`config.mk`:
```
export PLATFORM = sky130hd
export DESIGN_NAME = chopper_timer_sequencer
export DESIGN_NICKNAME = d
export VERILOG_FILES = /design/src/rtl/chopper_timer_sequencer.sv
export SDC_FILE = /design/constraint.sdc
export NUM_CORES = 1
export LEC_CHECK = 0
export ABC_AREA = 1
export CAP_MARGIN = 15
export CORE_ASPECT_RATIO = 1.75
export CORE_MARGIN = 5
export CORE_UTILIZATION = 51
export CTS_CLUSTER_SIZE = 24
export DETAILED_ROUTE_END_ITERATION = 12
export GPL_TIMING_DRIVEN = 0
export PLACE_DENSITY = 0.93
export SLEW_MARGIN = 0
export SYNTH_ARGS = -nofsm -noshare
export SYNTH_HDL_FRONTEND = slang
export SYNTH_HIERARCHICAL = 1
export SYNTH_SLANG_ARGS = --single-unit
```
`constraint.sdc`:
```
create_clock -name clk -period 1.7 [get_ports clk]
set_input_delay 0.255 -clock clk [delete_from_list [all_inputs] [get_ports clk]]
set_output_delay 0.255 -clock clk [all_outputs]
set_load 0.01 [all_outputs]
```
`src/rtl/chopper_timer_sequencer.sv`:
```
// Two-phase chopper timer sequencer.
// Each phase has its own IDLE/ON/OFF FSM. When a phase enters ON it loads a blanking
// timer and a minimum-on timer. After blanking has elapsed, a peak-current trip moves
// the phase to OFF for a fixed off-time. A trip that is accepted while the minimum-on
// timer is still nonzero sets a sticky violation flag.
// Ports (top): clk, resetn (sync, active-low), enable, offtimer_en0/1, config_blank_time[7:0],
//   config_off_time[9:0], config_minimum_on_time[7:0], clear_violation ->
//   blank_timer0/1[7:0], off_timer0/1[9:0], minimum_on_timer0/1[7:0], chop_state0/1[1:0],
//   min_on_violation0/1.

// Single-phase chopper FSM with registered timers and a sticky violation flag.
module chopper_timer_phase (
   input  logic       clk,
   input  logic       resetn,
   input  logic       i_enable,
   input  logic       i_trip,
   input  logic [7:0] i_cfg_blank,
   input  logic [9:0] i_cfg_off,
   input  logic [7:0] i_cfg_min_on,
   input  logic       i_clear_violation,
   output logic [7:0] o_blank_timer,
   output logic [9:0] o_off_timer,
   output logic [7:0] o_min_on_timer,
   output logic [1:0] o_chop_state,
   output logic       o_min_on_violation
);
   localparam int unsigned BLANK_W = 8;
   localparam int unsigned OFF_W   = 10;
   localparam int unsigned MINON_W = 8;

   typedef enum logic [1:0] {
      ST_IDLE = 2'b00,
      ST_ON   = 2'b01,
      ST_OFF  = 2'b10
   } state_t;

   state_t               r_state;
   state_t               w_state_nxt;
   logic [BLANK_W-1:0]   r_blank;
   logic [OFF_W-1:0]     r_off;
   logic [MINON_W-1:0]   r_min_on;
   logic                 r_viol;
   logic [BLANK_W-1:0]   w_blank_nxt;
   logic [OFF_W-1:0]     w_off_nxt;
   logic [MINON_W-1:0]   w_min_on_nxt;
   logic                 w_viol_set;
   logic                 w_trip_ok;
   logic                 w_off_done;

   // A trip is only honoured once blanking is over and chopping is enabled
   assign w_trip_ok  = (r_state == ST_ON) && i_trip && (r_blank == '0) && (i_cfg_off != '0);
   // <= 1 rather than == 1 so a zero off-timer can never strand the phase in OFF
   assign w_off_done = (r_off <= OFF_W'(1));

   // State register
   always_ff @(posedge clk) begin
      if (!resetn) r_state <= ST_IDLE;
      else         r_state <= w_state_nxt;
   end

   // Next-state logic; disable overrides everything
   always_comb begin
      w_state_nxt = r_state;
      if (!i_enable) begin
         w_state_nxt = ST_IDLE;
      end else begin
         case (r_state)
            ST_IDLE: w_state_nxt = ST_ON;
            ST_ON:   if (w_trip_ok)  w_state_nxt = ST_OFF;
            ST_OFF:  if (w_off_done) w_state_nxt = ST_ON;
            default: w_state_nxt = ST_IDLE;
         endcase
      end
   end

   // Next timer values; every ON entry reloads blank/min-on from the live config
   always_comb begin
      w_blank_nxt  = '0;
      w_off_nxt    = '0;
      w_min_on_nxt = '0;
      w_viol_set   = 1'b0;
      if (i_enable) begin
         case (r_state)
            ST_IDLE: begin
               w_blank_nxt  = i_cfg_blank;
               w_min_on_nxt = i_cfg_min_on;
            end
            ST_ON: begin
               if (w_trip_ok) begin
                  // min-on is cleared and blank is already zero on the trip edge
                  w_off_nxt  = i_cfg_off;
                  w_viol_set = (r_min_on != '0);
               end else begin
                  w_blank_nxt  = (r_blank  == '0) ? '0 : r_blank  - BLANK_W'(1);
                  w_min_on_nxt = (r_min_on == '0) ? '0 : r_min_on - MINON_W'(1);
               end
            end
            ST_OFF: begin
               if (w_off_done) begin
                  w_blank_nxt  = i_cfg_blank;
                  w_min_on_nxt = i_cfg_min_on;
               end else begin
                  w_off_nxt = r_off - OFF_W'(1);
               end
            end
            default: ;
         endcase
      end
   end

   // Timer and sticky-flag registers; a set on the same edge as a clear wins
   always_ff @(posedge clk) begin
      if (!resetn) begin
         r_blank  <= '0;
         r_off    <= '0;
         r_min_on <= '0;
         r_viol   <= 1'b0;
      end else begin
         r_blank  <= w_blank_nxt;
         r_off    <= w_off_nxt;
         r_min_on <= w_min_on_nxt;
         r_viol   <= w_viol_set | (r_viol & ~i_clear_violation);
      end
   end

   assign o_blank_timer      = r_blank;
   assign o_off_timer        = r_off;
   assign o_min_on_timer     = r_min_on;
   assign o_chop_state       = r_state;
   assign o_min_on_violation = r_viol;
endmodule

// Top: two identical, independent phases sharing clock, reset, enable and configuration.
module chopper_timer_sequencer (
   input  logic       clk,
   input  logic       resetn,
   input  logic       enable,
   input  logic       offtimer_en0,
   input  logic       offtimer_en1,
   input  logic [7:0] config_blank_time,
   input  logic [9:0] config_off_time,
   input  logic [7:0] config_minimum_on_time,
   input  logic       clear_violation,
   output logic [7:0] blank_timer0,
   output logic [7:0] blank_timer1,
   output logic [9:0] off_timer0,
   output logic [9:0] off_timer1,
   output logic [7:0] minimum_on_timer0,
   output logic [7:0] minimum_on_timer1,
   output logic [1:0] chop_state0,
   output logic [1:0] chop_state1,
   output logic       min_on_violation0,
   output logic       min_on_violation1
);
   chopper_timer_phase u_phase0 (
      .clk               (clk),
      .resetn            (resetn),
      .i_enable          (enable),
      .i_trip            (offtimer_en0),
      .i_cfg_blank       (config_blank_time),
      .i_cfg_off         (config_off_time),
      .i_cfg_min_on      (config_minimum_on_time),
      .i_clear_violation (clear_violation),
      .o_blank_timer     (blank_timer0),
      .o_off_timer       (off_timer0),
      .o_min_on_timer    (minimum_on_timer0),
      .o_chop_state      (chop_state0),
      .o_min_on_violation(min_on_violation0)
   );

   chopper_timer_phase u_phase1 (
      .clk               (clk),
      .resetn            (resetn),
      .i_enable          (enable),
      .i_trip            (offtimer_en1),
      .i_cfg_blank       (config_blank_time),
      .i_cfg_off         (config_off_time),
      .i_cfg_min_on      (config_minimum_on_time),
      .i_clear_violation (clear_violation),
      .o_blank_timer     (blank_timer1),
      .o_off_timer       (off_timer1),
      .o_min_on_timer    (minimum_on_timer1),
      .o_chop_state      (chop_state1),
      .o_min_on_violation(min_on_violation1)
   );
endmodule

```
# Word-level counts from Yosys, hierarchy flattened
# Cells that the tools add are included.
[classes]
n_addsub = 6
order_cmp = 2
n_eq_ne = 8
muxes = 34
bitwise_logic = 5
reduce_logical = 18
[ops]
columns = ["op", "count"]
rows = [
  ["2-to-1 mux 8 bit", 12],
  ["case mux 8 bit (3 select lines)", 4],
  ["2-to-1 mux 10 bit", 4],
  ["case mux 10 bit (2 select lines)", 2],
  ["zero test 8 bit", 4],
  ["subtractor 8 x 1 -> 8 bit, second input constant", 4],
  ["<= comparator 10 x 1 -> 1 bit, second input constant", 2],
  ["subtractor 10 x 1 -> 10 bit, second input constant", 2],
  ["nonzero test 8 bit", 2],
  ["case mux 2 bit (3 select lines)", 2],
  ["nonzero test 10 bit", 1],
  ["2-to-1 mux 2 bit", 4],
  ["inequality test 2 x 1 -> 1 bit, second input constant", 4],
  ["logical AND 1 bit", 6],
  ["2-to-1 mux 1 bit", 6],
  ["AND reduction 2 bit", 3],
  ["equality test 2 x 1 -> 1 bit, second input constant", 2],
  ["equality test 2 bit, second input constant", 2],
  ["zero test 2 bit", 2],
  ["AND 1 bit", 2],
  ["OR 1 bit", 2],
  ["inverter 1 bit", 1],
]
[word_totals]
reg_bits = 58
input_bits = 32

# Longest topological paths before layout
# Gate-level depths: netlist (run 1).
[logic_depth]
ltp_word = 8
depth_mapped = 12

# Cells and area by module
# The synthesis (run 1) kept the hierarchy.
[modules_own_cells]
columns = ["module", "instances", "cells_each", "area_each_um2", "seq_area_each_um2"]
rows = [
  ["chopper_timer_phase (u_phase0)", 1, 274, 1983.2, 580.6],
  ["chopper_timer_phase (u_phase1)", 1, 265, 1804.2, 580.6],
]

# Worst setup path before layout (run 1)
# Ideal clock, no wire load.
[synth_timing]
kind = "register -> register"
startpoint = "register u_phase1.r_off[0], in the netlist u_phase1/o_off_timer[0]"
endpoint = "register u_phase1.r_off[1], in the netlist u_phase1/o_off_timer[1]"
setup_ns = 0.072
t_arrival_ns = 1.505
required_time_ns = 1.628
slack_ns = 0.124
stages_incl_launch_ff = 11
n_path_buf = 0
synth_period_minus_slack_ns = 1.576
path_cell_list = "dfxtp_1 > inv_1 > ha_1 > inv_1 > nand2_1 > nand3_2 > nor2_4 > nor2_4 > inv_1 > or2_1 > a21oi_1"
[synth_via]
elab_chain_len = 3
elab_cells_between_ends = 4
classes_between = "add/sub: 1; order compare: 1; mux: 2"
[synth_rtl]
columns = ["element", "line", "source"]
rows = [
  ["from (decl)", "40", "logic [OFF_W-1:0] r_off;"],
  ["from (signal assigned)", "120", "r_off <= w_off_nxt;"],
  ["subtractor 10 x 1 -> 10 bit or <= comparator 10 x 1 -> 1 bit (tied branches)", "103, 53", ""],
  ["2-to-1 mux 10 bit *", "99", "if (w_off_done) begin"],
  ["case mux 10 bit (2 select lines) *", "83", "case (r_state)"],
]
# Mark *: on every way between the ends. The rest lies on a longest branch, timed or not.
# A chain may end at the register's enable or synchronous reset.

# Worst setup path in the final report (run 1)
[layout_timing]
startpoint = "register u_phase0.r_blank[0], in the netlist u_phase0/o_blank_timer[0]"
endpoint = "register u_phase0.r_off[8], in the netlist u_phase0/o_off_timer[8]"
[layout_via]
elab_chain_len = 5
[layout_rtl]
columns = ["element", "line", "source"]
rows = [
  ["from (decl)", "39", "logic [BLANK_W-1:0] r_blank;"],
  ["from (signal assigned)", "119", "r_blank <= w_blank_nxt;"],
  ["zero test 8 bit", "51", "assign w_trip_ok = (r_state == ST_ON) && i_trip && (r_blank == '0) && (i_cfg_off != '0);"],
  ["logical AND 1 bit (2 in series)", "51", ""],
  ["2-to-1 mux 10 bit", "89", "if (w_trip_ok) begin"],
  ["case mux 10 bit (2 select lines)", "83", ""],
  ["to (signal assigned)", "120", ""],
  ["to (decl)", "40", ""],
]
# No other way between the ends.

==> results.py, run 1 <==
metrics = {
    "synthesis": {
        "ys_types": 38,
        "syn_nets": 595,
        "yosys_warnings": 6,
        "synth_seq_cells": 58,
        "syn_inst": 539,
        "synth.cell_area_um2": 3790,
        "yosysSeqAreaShare": 0.307,
        "avgSynthCellArea_um2": 7.03,
        "async_flop_share": 0,
        "synth_top_area_frac": 0.307,
        "synth_edf_count": 0,
        "synth_area_leaders": "dfxtp_1 (31%), nand2_1 (13%), ha_1 (7.9%)",
        "synth_top_cell_by_area": "dfxtp_1",
        "synthFlopType": "dfxtp_1",
    },
    "min_path": {
        "whs_endpoint": "u_phase1/o_min_on_violation",
        "hp-start": "u_phase1/o_min_on_violation",
        "hold_depth": 2,
        "holdCritPathClass": "reg2reg",
    },
    "finish": {
        "drive_above_1_share": 0.167,
        "fin_util": 0.736,
        "layout_common_cells": "nand2_1 (127), clkdlybuf4s50_1 (89), inv_1 (57), nor2_1 (56), dfxtp_1 (55)",
        "num_antenna_cells": 0,
        "area_growth_pct": 40.6,
        "final_nets": 708,
        "final_common_cell": "nand2_1",
        "design_area_um2": 5330,
    },
    "setup_path": {
        "path_buf_inv": 2,
        "cp_slowest_cell": "dfxtp_1",
        "critPathArrivalTime_ns": 1.91,
        "r2r-end": "u_phase0/o_off_timer[8]",
        "cp-end-kind": "flip-flop",
        "required_ns": 1.94,
        "reg2regPathDepth": 10,
        "worstPathMaxFanout": 10,
        "rrSetupSlack_ns": 0.03,
        "cp_top_family": "simple AND/OR/NAND/NOR gates",
        "crit_chain": "inv_2 -> ha_1 -> nand2_1 -> nor2_4 -> nand2_2 -> nor2_4 -> nand2_4 -> inv_6 -> nand2_1 -> a21oi_1",
        "worstSetupStartpointType": "flip-flop",
        "worst_path_largest_cell_delay_ns": 0.33,
        "crit_type": "reg2reg",
        "r2r-start": "u_phase0/o_blank_timer[0]",
    },
    "die": {
        "num_io_pins": 90,
        "core_area_um2": 7230,
        "fp-row-count": 41,
        "dieHeight_um": 124,
        "dieArea_um2": 9320,
        "dieWidth_um": 75.1,
        "start_util": 0.524,
    },
    "placed_design": {
        "portBuffers": 89,
        "gp_congestion": 0.965,
        "pre_cts_slack_ns": -0.243,
        "dp_hpwl_um": 8420,
        "placed_area_um2": 4790,
    },
    "route": {
        "vias_per_cell": 5.63,
        "drt_iter0_drc": 497,
        "drtAntennaViolNets": 0,
        "wirelength_um": 12400,
        "dr.pass1.iters": 7,
        "wire_per_inst_um": 16.6,
        "drc": 0,
        "num_vias": 4184,
    },
    "global_routing": {
        "grt-ovfl-total": 0,
        "grt_start_max_net_pins": 11,
        "antenna_found_initial": 0,
        "grt_pass1_wl_um": 18500,
        "grt_use_total": 0.258,
        "grt_pass1_vias": 4137,
    },
    "pwr": {
        "p_leak_nw": 2.32,
        "p_per_area_nw_per_um2": 842,
        "irDropWorstVdd_mv": 0.608,
    },
    "cts": {
        "insertion_delay_ns": 0.33,
        "root_buffer": "clkbuf_16",
        "clock-sinks": 58,
        "clkTransAtPathRegs_ns": 0.05,
        "cts_tree": "built",
        "holdBufCountCts": 0,
        "cts_buffers": 9,
        "cts_buffer_depth": 2,
        "htreeDepth": 3,
    },
    "timing": {
        "finalCritPeriodShare": 0.984,
        "slew_headroom": 0.623,
        "finalMaxSlewViolations": 0,
        "skew_ns": 0.00685,
        "fmax_ghz": 0.598,
        "setup_viol": 0,
        "tightest_slew_ns": 0.565,
        "fin_ws_ns": 0.0271,
        "fin_crit_ns": 1.67,
        "setup_tns_ns": 0,
        "hold_violations": 0,
    },
    "flow_run": {
        "drv_cap": 0,
    },
    "status": {
        "status": "finished clean",
    },
}
==> layout make-up <==
class | instances | area, um^2
multi-input cells | 400 | 2350
fillers | 495 | 1910
flip-flops and latches | 58 | 1160
repair buffers | 102 | 1000
inverters | 73 | 279
clock buffers | 12 | 267
well taps | 86 | 108
plain buffers | 8 | 77.6
clock inverters | 4 | 72.6
==> synth_stat cells, types with 3 or more instances <==
| library cell | n |
|---|---|
| nand2_1 | 130 |
| inv_1 | 63 |
| dfxtp_1 | 58 |
| nor2_1 | 58 |
| nand3_1 | 46 |
| a21oi_1 | 40 |
| ha_1 | 24 |
| xor2_1 | 23 |
| a21oi_2 | 12 |
| nand3_2 | 11 |
| inv_2 | 9 |
| nand4_1 | 8 |
| o21ai_0 | 7 |
| nand3b_1 | 6 |
| nor2_2 | 5 |
| nor2_4 | 5 |
| nand2_2 | 3 |
| nand2_4 | 3 |
==> worst min-delay path, stage by stage (launching register included) <==
cell and delay [ns]:
dfxtp_1 0.31, nand3b_1 0.09, nand2_1 0.05
==> state kept, by name, summed over array words and instances, names as in the netlist <==
name	cells
u_phase0/o_off_timer	10
u_phase0/o_min_on_violation	1
u_phase0/o_chop_state	2
u_phase1/o_min_on_timer	8
u_phase1/o_blank_timer	8
u_phase1/o_chop_state	2
u_phase0/o_min_on_timer	8
u_phase1/o_min_on_violation	1
u_phase0/o_blank_timer	8
u_phase1/o_off_timer	10
==> stage by stage <==
| step | cells | power [W] | hold WS [ns] |
|---|---|---|---|
| after floorplan | 539 | 0.00204 | 0.395 |
| after global placement | 714 | 0.00234 | 0.464 |
| after detailed placement | 714 | 0.00237 | 0.474 |
| after CTS | 733 | 0.00443 | 0.492 |
| after global routing | 743 | 0.00465 | 0.528 |
| final | 743 | 0.00448 | 0.498 |
==> report_power, final <==
part | switching, W | internal (W)
sequential | 0.0000594 | 0.00142
clock | 0.000623 | 0.00140
combinational | 0.000568 | 0.000417
total | 0.00125 | 0.00323
==> logic make-up after synthesis <==
| group | count (synthesis) | share of synthesized area |
|---|---|---|
| fa+ha+maj | 24 | 0.0793 |
| compound gates | 65 | 0.104 |
| flops | 58 | 0.307 |
| simple gates | 286 | 0.359 |
| buf+inv | 81 | 0.0928 |
| xor+xnor | 25 | 0.0578 |
==> routing by layer <==
layer | global-route usage | part of all wire | vias up
met5 | 0 | 0 | -
li1 | - | - | 1938
met3 | 0.0460 | 0.069 | 60
met4 | 0.162 | 0.051 | 0
met2 | 0.469 | 0.53 | 230
met1 | 0.262 | 0.35 | 1956
==> how the worst max path moves through the flow <==
stage / from / cells past startpoint / slack (ns) / end
after detailed placement: resetn / 6 / -0.24 / u_phase1/o_min_on_timer[2]
final: u_phase0/o_blank_timer[0] / 10 / 0.03 / u_phase0/o_off_timer[8]
after floorplan: u_phase1/o_off_timer[0] / 10 / 0.12 / u_phase1/o_off_timer[1]
after global routing: u_phase1/o_off_timer[0] / 11 / -0.08 / u_phase1/o_min_on_timer[7]
after global placement: resetn / 6 / -0.24 / u_phase1/o_min_on_timer[4]
after CTS: u_phase1/o_off_timer[1] / 13 / 0.004 / u_phase1/o_blank_timer[3]
==> timing repair <==
action	CTS	global route
setup buffers	2	10
endpoints found under the setup margin	19	55
cloned	1	0
gates resized for setup	11	18
pin swaps	4	6
(Power assumes the default switching activity.)
==> run 2: changes to the inputs <==
--- a/config.mk
+++ b/config.mk
@@ -9,13 +9,12 @@
 export CAP_MARGIN = 15
 export CORE_ASPECT_RATIO = 1.75
 export CORE_MARGIN = 5
-export CORE_UTILIZATION = 51
+export CORE_UTILIZATION = 50
 export CTS_CLUSTER_SIZE = 24
 export DETAILED_ROUTE_END_ITERATION = 12
 export GPL_TIMING_DRIVEN = 0
-export PLACE_DENSITY = 0.93
+export PLACE_DENSITY = 0.92
 export SLEW_MARGIN = 0
 export SYNTH_ARGS = -nofsm -noshare
 export SYNTH_HDL_FRONTEND = slang
-export SYNTH_HIERARCHICAL = 1
 export SYNTH_SLANG_ARGS = --single-unit
==> results.py, run 2 <==
metrics = {
    "setup_path": {
        "path_depth": 11,
        "path_buf_inv": 2,
        "worstPathMaxFanout": 10,
        "worst_path_largest_cell_delay_ns": 0.36,
        "crit_type": "reg2reg",
        "crit_chain": "inv_2 -> ha_2 -> nand2_1 -> nor3_2 -> nand2_2 -> buf_6 -> nand2_4 -> nand2_1 -> nand2_1 -> nand2_1 -> nor2_1",
        "cp-end-kind": "flip-flop",
        "worstSetupStartpointType": "flip-flop",
        "critPathMostFrequentCell": "nand2_1",
        "required_ns": 1.96,
        "cp_slowest_cell": "dfxtp_2",
        "critPathArrivalTime_ns": 1.91,
        "cp_top_family": "simple AND/OR/NAND/NOR gates",
        "rrSetupSlack_ns": 0.05,
        "reg2regPathDepth": 11,
    },
    "global_routing": {
        "grt_pass1_vias": 3891,
        "grt-busiest-layer": "met2",
        "grt_start_max_net_pins": 11,
        "grt_use_met1": 0.226,
        "gr-usage-met3": 0.0754,
        "grt_use_total": 0.241,
        "antenna_found_initial": 0,
        "grt-ovfl-total": 0,
        "grtUsageMet2": 0.444,
        "grt_pass1_wl_um": 16900,
    },
    "timing": {
        "setup_tns_ns": 0,
        "finalMaxSlewViolations": 0,
        "slew_headroom": 0.654,
        "tightest_slew_ns": 0.520,
        "setup_viol": 0,
        "rsz0062_at_grt": "true",
        "fin_ws_ns": 0.0486,
        "fmax_ghz": 0.606,
        "fin_crit_ns": 1.65,
        "hold_violations": 0,
        "finalCritPeriodShare": 0.971,
        "skew_ns": 0.00603,
    },
    "placed_design": {
        "pre_cts_slack_ns": -0.188,
        "gp_congestion": 0.896,
        "dp_hpwl_um": 8100,
        "portBuffers": 89,
        "dp_cells": 693,
    },
    "pwr": {
        "swShare": 0.289,
        "switching_power_w": 0.00118,
        "p_leak_nw": 2.18,
        "p_per_area_nw_per_um2": 815,
        "total_power_w": 0.00409,
        "irDropWorstVdd_mv": 0.626,
        "clkPwrFrac": 0.421,
        "combinationalPowerShare": 0.218,
        "p_int_w": 0.00291,
        "pwr-share-seq": 0.361,
    },
    "synthesis": {
        "syn_nets": 573,
        "async_flop_share": 0,
        "yosys_warnings": 0,
        "synth_seq_cells": 58,
        "synth_top_cell_by_area": "dfxtp_1",
        "synth_edf_count": 0,
        "synth.most_common_cell": "nand2_1",
        "syn_inst": 518,
        "yosysSeqAreaShare": 0.321,
        "ys_types": 33,
        "avgSynthCellArea_um2": 6.99,
        "synthFlopType": "dfxtp_1",
        "synth_area_leaders": "dfxtp_1 (32%), nand2_1 (12%), ha_1 (7.9%)",
        "synth_commonest_cells": "nand2_1 (117), inv_1 (63), dfxtp_1 (58)",
        "synth.cell_area_um2": 3620,
        "synth_top_area_frac": 0.321,
    },
    "cts": {
        "holdBufCountCts": 0,
        "cts_buffers": 9,
        "cts_tree": "built",
        "cts_buffer_depth": 2,
        "root_buffer": "clkbuf_16",
        "clock-sinks": 58,
        "clkTransAtPathRegs_ns": 0.05,
        "htreeDepth": 3,
        "insertion_delay_ns": 0.33,
    },
    "finish": {
        "layout_common_cells": "nand2_1 (117), clkdlybuf4s50_1 (89), inv_1 (58), dfxtp_1 (56), nor2_1 (50)",
        "nFillCells": 591,
        "drive_above_1_share": 0.152,
        "final_cells": 716,
        "area_growth_pct": 38.5,
        "final_common_cell": "nand2_1",
        "num_antenna_cells": 0,
        "final_nets": 680,
    },
    "route": {
        "drt_iter0_drc": 184,
        "dr.pass1.iters": 4,
        "drtAntennaViolNets": 0,
        "vias_per_cell": 5.25,
        "wire_per_inst_um": 15.0,
        "num_vias": 3761,
        "drc": 0,
        "wirelength_um": 10800,
    },
    "status": {
        "status": "finished clean",
    },
    "flow_run": {
        "drv_cap": 0,
    },
    "die": {
        "fp-row-count": 41,
        "dieHeight_um": 123,
        "dieArea_um2": 9110,
        "num_io_pins": 90,
        "dieWidth_um": 74.3,
        "core_area_um2": 7130,
        "start_util": 0.508,
    },
    "min_path": {
        "holdCritPathClass": "reg2reg",
        "hold_depth": 2,
    },
}
## run 2: cell count changes in the layout (fill, tap and decap cells not counted), moves of 5 or more
cell | previous run | this run
nand2_1 | 127 | 117
nand2_2 | 6 | 14
nand3_2 | 11 | 3
inv_2 | 15 | 9
nor2_1 | 56 | 50
buf_4 | 11 | 6
nor3_1 | 1 | 6
## run 2: cells by family (layout without fill, tap and decap cells)
logic type | Yosys count | in the layout | share of synthesized area
AOI/OAI and AO/OA | 61 | 61 | 0.101
adders and majority gates | 23 | 23 | 0.0794
and+or+nand+nor | 272 | 272 | 0.344
buffers and inverters | 78 | 190 | 0.0922
xor gates and xnor gates | 26 | 26 | 0.0629
DFF | 58 | 58 | 0.321
## run 2: routing by layer
metal / share of wire / vias up
met4: 0.045 / 0
met2: 0.53 / 133
met3: 0.067 / 40
li1: - / 1860
met5: 0 / -
met1: 0.35 / 1728
## run 2: timing repair
item                                    CTS  global route
gates resized for setup                   2            20
pin swaps                                 1             8
endpoints found under the setup margin    4            54
setup buffers                             1             6
## run 2: final timing paths
check | start | end
max | u_phase1.o_chop_state[1] | u_phase1.o_chop_state[0]
min | u_phase1.o_min_on_violation | u_phase1.o_min_on_violation
max reg2reg | u_phase1.o_chop_state[1] | u_phase1.o_chop_state[0]
min reg2reg | u_phase1.o_min_on_violation | u_phase1.o_min_on_violation
## run 2: cell type report
type	count	area (um^2)	area share
multi-input combinational	382	2180	0.434
sequential	58	1160	0.232
timing repair buffer	96	947	0.189
clock buffer	14	274	0.0546
inverter	70	268	0.0534
tap	86	108	0.0214
buffer	8	68.8	0.0137
clock inverter	2	10.0	0.00200
## run 2: power groups by stage
stage / registers [W] / logic [W] / clock network [W]
floorplan: 0.00151 / 0.000522 / 0
global placement: 0.00150 / 0.000830 / 0
detailed placement: 0.00150 / 0.000853 / 0
CTS: 0.00148 / 0.000867 / 0.00173
global route: 0.00148 / 0.000981 / 0.00179
finish: 0.00148 / 0.000892 / 0.00172
## run 2: worst register-to-register path, delay by kind of cell (launching register included)
family	cells	cell delay (ns)
flops	1	0.36
simple gates	8	0.76
buf+inv	2	0.25
fa+ha+maj	1	0.22
## run 2: metrics by stage
step | area (um^2) | hold WS [ns] | utilization
after floorplan | 3620 | 0.391 | -
after global placement | 4620 | 0.478 | 0.648
after detailed placement | 4620 | 0.487 | 0.648
after CTS | 4920 | 0.499 | 0.690
after global routing | 5020 | 0.527 | 0.704
final | 5020 | 0.500 | 0.704
